$ cat src/rtl/gpio_irq_top.sv
// Wishbone GPIO with input synchronisers, atomic SET/CLR/TGL output updates and
// per-pin edge/level interrupts. Zero-wait-state slave: ack/err one cycle after access.
module gpio_irq_top #(
  parameter int N_PINS      = 32,
  parameter int N_SHARED    = 13,
  parameter int SYNC_STAGES = 2
) (
  input  logic                wb_clk_i,
  input  logic                wb_rst_i,
  input  logic                wb_cyc_i,
  input  logic                wb_stb_i,
  input  logic                wb_we_i,
  input  logic [5:0]          wb_adr_i,
  input  logic [31:0]         wb_dat_i,
  input  logic [3:0]          wb_sel_i,
  output logic [31:0]         wb_dat_o,
  output logic                wb_ack_o,
  output logic                wb_err_o,
  output logic                wb_inta_o,
  input  logic [N_PINS-1:0]   i_gpio,
  output logic [N_PINS-1:0]   o_gpio,
  output logic [N_PINS-1:0]   en_gpio,
  output logic [N_SHARED-1:0] io_sel
);

  localparam logic [3:0] IDX_IN    = 4'd0;
  localparam logic [3:0] IDX_OUT   = 4'd1;
  localparam logic [3:0] IDX_OE    = 4'd2;
  localparam logic [3:0] IDX_IOSEL = 4'd3;
  localparam logic [3:0] IDX_SET   = 4'd4;
  localparam logic [3:0] IDX_CLR   = 4'd5;
  localparam logic [3:0] IDX_TGL   = 4'd6;
  localparam logic [3:0] IDX_IE    = 4'd7;
  localparam logic [3:0] IDX_ITYPE = 4'd8;
  localparam logic [3:0] IDX_IPOL  = 4'd9;
  localparam logic [3:0] IDX_ISTAT = 4'd10;

  logic [N_PINS-1:0]   out_r, oe_r, ie_r, itype_r, ipol_r, istat_r;
  logic [N_SHARED-1:0] iosel_r;
  logic [N_PINS-1:0]   sync_q [SYNC_STAGES];
  logic [N_PINS-1:0]   s, p_q, evt, w1c;
  logic [31:0]         bmask, wdat, rd;
  logic [N_PINS-1:0]   pmask, pdat;
  logic [N_SHARED-1:0] smask, sdat;
  logic [3:0]          idx;
  logic                access, mapped, wr;

  assign idx    = wb_adr_i[5:2];
  assign access = wb_stb_i & wb_cyc_i & ~wb_ack_o & ~wb_err_o;
  assign mapped = (idx <= IDX_ISTAT);
  assign wr     = access & wb_we_i & mapped;

  // Masked-off byte lanes read as zero data, which is also what SET/CLR/TGL/W1C need.
  assign bmask = {{8{wb_sel_i[3]}}, {8{wb_sel_i[2]}}, {8{wb_sel_i[1]}}, {8{wb_sel_i[0]}}};
  assign wdat  = wb_dat_i & bmask;
  assign pmask = bmask[N_PINS-1:0];
  assign pdat  = wdat[N_PINS-1:0];
  assign smask = bmask[N_SHARED-1:0];
  assign sdat  = wdat[N_SHARED-1:0];

  assign s   = sync_q[SYNC_STAGES-1];
  assign evt = (itype_r & ((ipol_r & s & ~p_q) | (~ipol_r & ~s & p_q)))
             | (~itype_r & ~(s ^ ipol_r));
  assign w1c = (wr && idx == IDX_ISTAT) ? pdat : '0;

  always_comb begin
    rd = '0;
    case (idx)
      IDX_IN:    rd[N_PINS-1:0]   = s;
      IDX_OUT:   rd[N_PINS-1:0]   = out_r;
      IDX_OE:    rd[N_PINS-1:0]   = oe_r;
      IDX_IOSEL: rd[N_SHARED-1:0] = iosel_r;
      IDX_IE:    rd[N_PINS-1:0]   = ie_r;
      IDX_ITYPE: rd[N_PINS-1:0]   = itype_r;
      IDX_IPOL:  rd[N_PINS-1:0]   = ipol_r;
      IDX_ISTAT: rd[N_PINS-1:0]   = istat_r;
      default:   rd = '0;
    endcase
  end

  always_ff @(posedge wb_clk_i or posedge wb_rst_i) begin
    if (wb_rst_i) begin
      for (int k = 0; k < SYNC_STAGES; k++) sync_q[k] <= '0;
      p_q <= '0;
    end else begin
      sync_q[0] <= i_gpio;
      for (int k = 1; k < SYNC_STAGES; k++) sync_q[k] <= sync_q[k-1];
      p_q <= s;
    end
  end

  always_ff @(posedge wb_clk_i or posedge wb_rst_i) begin
    if (wb_rst_i) begin
      out_r   <= '0;
      oe_r    <= '0;
      iosel_r <= '0;
      ie_r    <= '0;
      itype_r <= '0;
      ipol_r  <= '0;
    end else if (wr) begin
      case (idx)
        IDX_OUT:   out_r   <= (out_r & ~pmask) | pdat;
        IDX_OE:    oe_r    <= (oe_r & ~pmask) | pdat;
        IDX_IOSEL: iosel_r <= (iosel_r & ~smask) | sdat;
        IDX_SET:   out_r   <= out_r | pdat;
        IDX_CLR:   out_r   <= out_r & ~pdat;
        IDX_TGL:   out_r   <= out_r ^ pdat;
        IDX_IE:    ie_r    <= (ie_r & ~pmask) | pdat;
        IDX_ITYPE: itype_r <= (itype_r & ~pmask) | pdat;
        IDX_IPOL:  ipol_r  <= (ipol_r & ~pmask) | pdat;
        default: ;
      endcase
    end
  end

  // New events win over a same-cycle clear, so a live level source re-asserts at once.
  always_ff @(posedge wb_clk_i or posedge wb_rst_i) begin
    if (wb_rst_i) begin
      istat_r   <= '0;
      wb_inta_o <= 1'b0;
    end else begin
      istat_r   <= (istat_r & ~w1c) | (evt & ie_r);
      wb_inta_o <= |(istat_r & ie_r);
    end
  end

  always_ff @(posedge wb_clk_i or posedge wb_rst_i) begin
    if (wb_rst_i) begin
      wb_ack_o <= 1'b0;
      wb_err_o <= 1'b0;
      wb_dat_o <= '0;
    end else begin
      wb_ack_o <= access & mapped;
      wb_err_o <= access & ~mapped;
      if (access) wb_dat_o <= (mapped && !wb_we_i) ? rd : '0;
    end
  end

  assign o_gpio  = out_r;
  assign en_gpio = oe_r;
  assign io_sel  = iosel_r;

endmodule

$ cat config.mk
export PLATFORM = sky130hd
export DESIGN_NAME = gpio_irq_top
export DESIGN_NICKNAME = d
export VERILOG_FILES = /design/src/rtl/gpio_irq_top.sv
export SDC_FILE = /design/constraint.sdc
export NUM_CORES = 1
export LEC_CHECK = 0
export CORE_MARGIN = 10
export CORE_UTILIZATION = 50
export CTS_BUF_LIST = sky130_fd_sc_hd__clkbuf_8
export DETAILED_ROUTE_END_ITERATION = 8
export PLACE_DENSITY = 0.83
export SLEW_MARGIN = 40
export SYNTH_ARGS = -nofsm -noshare
export SYNTH_HDL_FRONTEND = slang
export SYNTH_SLANG_ARGS = --single-unit
$ cat constraint.sdc
create_clock -name wb_clk_i -period 27.7 [get_ports wb_clk_i]
set_input_delay 2.77 -clock wb_clk_i [delete_from_list [all_inputs] [get_ports wb_clk_i]]
set_output_delay 2.77 -clock wb_clk_i [all_outputs]
set_load 0.02 [all_outputs]
==> flow_summary.toml <==
[clocking]
cts_buffers = 55
postCtsHoldBufs = 0
cts.sinks = 336
clockRootBuffer = "clkbuf_8"
cts-resized-gates = 0
cts_setup_buffers = 0
max-clock-path-buffers = 3
clkSlewWorstSetupHoldPaths_ns = 0.06
cts_tree = "built"
cts.htree.levels = 2
worstSkewPairLatency_ns = 0.61

[final_layout]
final_cell_mix = "dfrtp_1, clkdlybuf4s50_1, mux2_2, nand2_1, a22o_1"
final_nets = 1732
design_area_um2 = 19690
layout_commonest_cell = "dfrtp_1"
final_layout_size_suffix_gt1_share_pct = 20.89
areaGrowthSynthToFinish_pct = 22.61

[global_route]
grt_max_degree = 109
antenna_found_initial = 3
track_usage_pct = 25.63
grt_pass1_vias = 13140
grt_pass1_wl_um = 77940
grt_overflow = 0

[drt]
ant_nets = 0
first_pass_iters = 7
drt-initial-drc-count = 1665
vias_per_cell = 6.414
drt-total-wl_um = 51160
vias = 12850
wire_per_inst_um = 25.54
drc = 0

[hold_path]
holdCritPathClass = "reg2reg"

[floorplanning]
die_area_um2 = 39680
rows = 65
initial_core_util_pct = 50.76
ioPinCount = 191
coreArea_um2 = 31640
die_w_um = 199.2
fp.dieH_um = 199.2

[yosys]
syn_inst = 1349
yosysTopAreaCell = "dfrtp_1"
ys_seq_elements = 336
netlist.area_leader.share_pct = 52.36
avgSynthCellArea_um2 = 11.90
async_flop_share_pct = 100.0
synth_cell_types = 54
synth_area_um2 = 16060
synth_warnings = 0
syn_nets = 1524
synth_area_leaders = "dfrtp_1, mux2_2, ha_1"
synth_top_flop_cell = "dfrtp_1"
seq_area_frac_synth_pct = 52.36
synth_edf_count = 0

[setup_path]
critical_path_required_ns = 28.17
crit_path_top_delay_cell = "nand2b_1"
path_common_cell = "buf_4"
cp.arrival_ns = 6.20
max_stage_delay_ns = 0.64
cp-start-kind = "input pin"
crit_chain = "clkdlybuf4s50_1, buf_4, nand2b_1, nor2b_1, and2_0, buf_4, nand3_1, a22o_1"
crit_fanout = 39
endpoint_kind = "register"
path_class = "in2reg"

[timing]
timing.slew.headroom_pct = 40.84
setup_viol = 0
rsz0062_at_grt = "no"
fin_setup_tns_ns = 0
hold_viol_final = 0
fin_crit_ns = 5.726
tightest_slew_ns = 0.8856
period_share_pct = 20.67
finalMaxSlewViolations = 0
clock.fmax_mhz = 174.7
clock_skew_ns = 0.02453

[pwr]
p_sw_w = 0.0003669
p_seq_share_pct = 47.9
finalPower_w = 0.001260
p_int_w = 0.0008930
p_comb_share_pct = 16.3
power.leakage_nw = 8.932
ir_drop_uv = 35.64
powerDensity_nw_per_um2 = 63.99
switching_share_pct = 29.12
clkPwrFrac_pct = 35.8

[job]
cap_violations = 0

[status]
status = "complete, no violations"

[place]
port_buffers = 188
gp_congestion = 0.9194
place_area_um2 = 18510
hpwl_um = 34390
-- cells by family after synthesis --
kind of cell / count (synthesis) / synth area share [%]
adder cells (fa/ha/maj): 96 / 7.480
AND/OR/NAND/NOR: 291 / 8.836
flip-flops: 336 / 52.36
AO/OA/AOI/OAI: 294 / 14.01
multiplexers: 200 / 14.09
buffers and inverters: 132 / 3.226
-- synth_stat cells, types with 3 or more instances --
cell type and n:
clkbuf_1 38, ha_1 96, nand4_1 9, mux2_2 178, nand2b_1 4, buf_1 8, nor3_1 5, nor2_4 6
buf_2 18, mux4_2 3, and3_1 3, nor2_1 22, nand2_1 119, a22oi_1 68, or3_1 3, mux2i_1 19
inv_1 68, a222oi_1 11, a21oi_1 10, a22o_1 104, o211ai_1 34, dfrtp_1 336, nor2b_1 6, o21ai_1 5
nand3_1 83, nor2_2 11, o21ai_0 42, and2_1 8
-- area by class of cell --
class                      instances  area [µm²]
antenna                            2       5.005
clock inverter                    24       136.4
sequential                       336        8408
fill                            2346       11950
tap                              402       503.0
clock buffer                      75        1032
multi-input combinational        881        7201
inverter                          68       262.8
timing repair buffer             215        2141
-- path summary, 6_finish.rpt --
check | slack, ns | cells after the start | to | from
max | 21.97 | 8 | istat_r[17]$_DFF_PP0_ | wb_adr_i[5]
min | 0.34 | 0 | s[28]$_DFF_PP0_ | sync_q[60]$_DFF_PP0_
max reg2reg | 24.50 | 7 | istat_r[17]$_DFF_PP0_ | wb_err_o$_DFF_PP0_
min reg2reg | 0.34 | 0 | s[28]$_DFF_PP0_ | sync_q[60]$_DFF_PP0_
max in group asynchronous | 23.23 | 4 | s[22]$_DFF_PP0_ | wb_rst_i
min in group asynchronous | 2.71 | 2 | o_gpio[2]$_DFFE_PP0P_ | wb_rst_i
-- stage by stage --
stage / setup WS [ns] / hold slack, ns / instances / utilization (%)
after global routing: 21.99 / 0.3525 / 2002 / 62.23
after detailed placement: 21.54 / 0.3347 / 1902 / 58.50
after global placement: 21.61 / 0.3333 / 1898 / 58.15
final: 21.97 / 0.3400 / 2003 / 62.23
after floorplan: 15.62 / 0.3312 / 1349 / -
after CTS: 22.14 / 0.3427 / 2001 / 62.20
-- routing by layer --
metal | vias up | routed length, µm | global-route usage, %
li1 | 5400 | - | -
met1 | 6422 | 19380 | 32.72
met2 | 846 | 23510 | 38.85
met3 | 177 | 6234 | 8.276
met4 | 2 | 2023 | 11.87
met5 | - | 13 | 0
-- power groups by stage --
| stage | Combinational (W) | Sequential, W | Clock [W] |
|---|---|---|---|
| finish | 0.000206 | 0.000603 | 0.000451 |
| global route | 0.000223 | 0.000608 | 0.000478 |
| CTS | 0.000205 | 0.000600 | 0.000455 |
| detailed placement | 0.000203 | 0.000608 | 0 |
| global placement | 0.000193 | 0.000605 | 0 |
| floorplan | 0.0000997 | 0.000606 | 0 |
-- worst max-delay path, delay by kind of cell --
family                 cells  cell delay, ns
AO/OA/AOI/OAI              1            0.21
buffers and inverters      3            1.47
AND/OR/NAND/NOR            4            1.71
(Power assumes the default switching activity.)
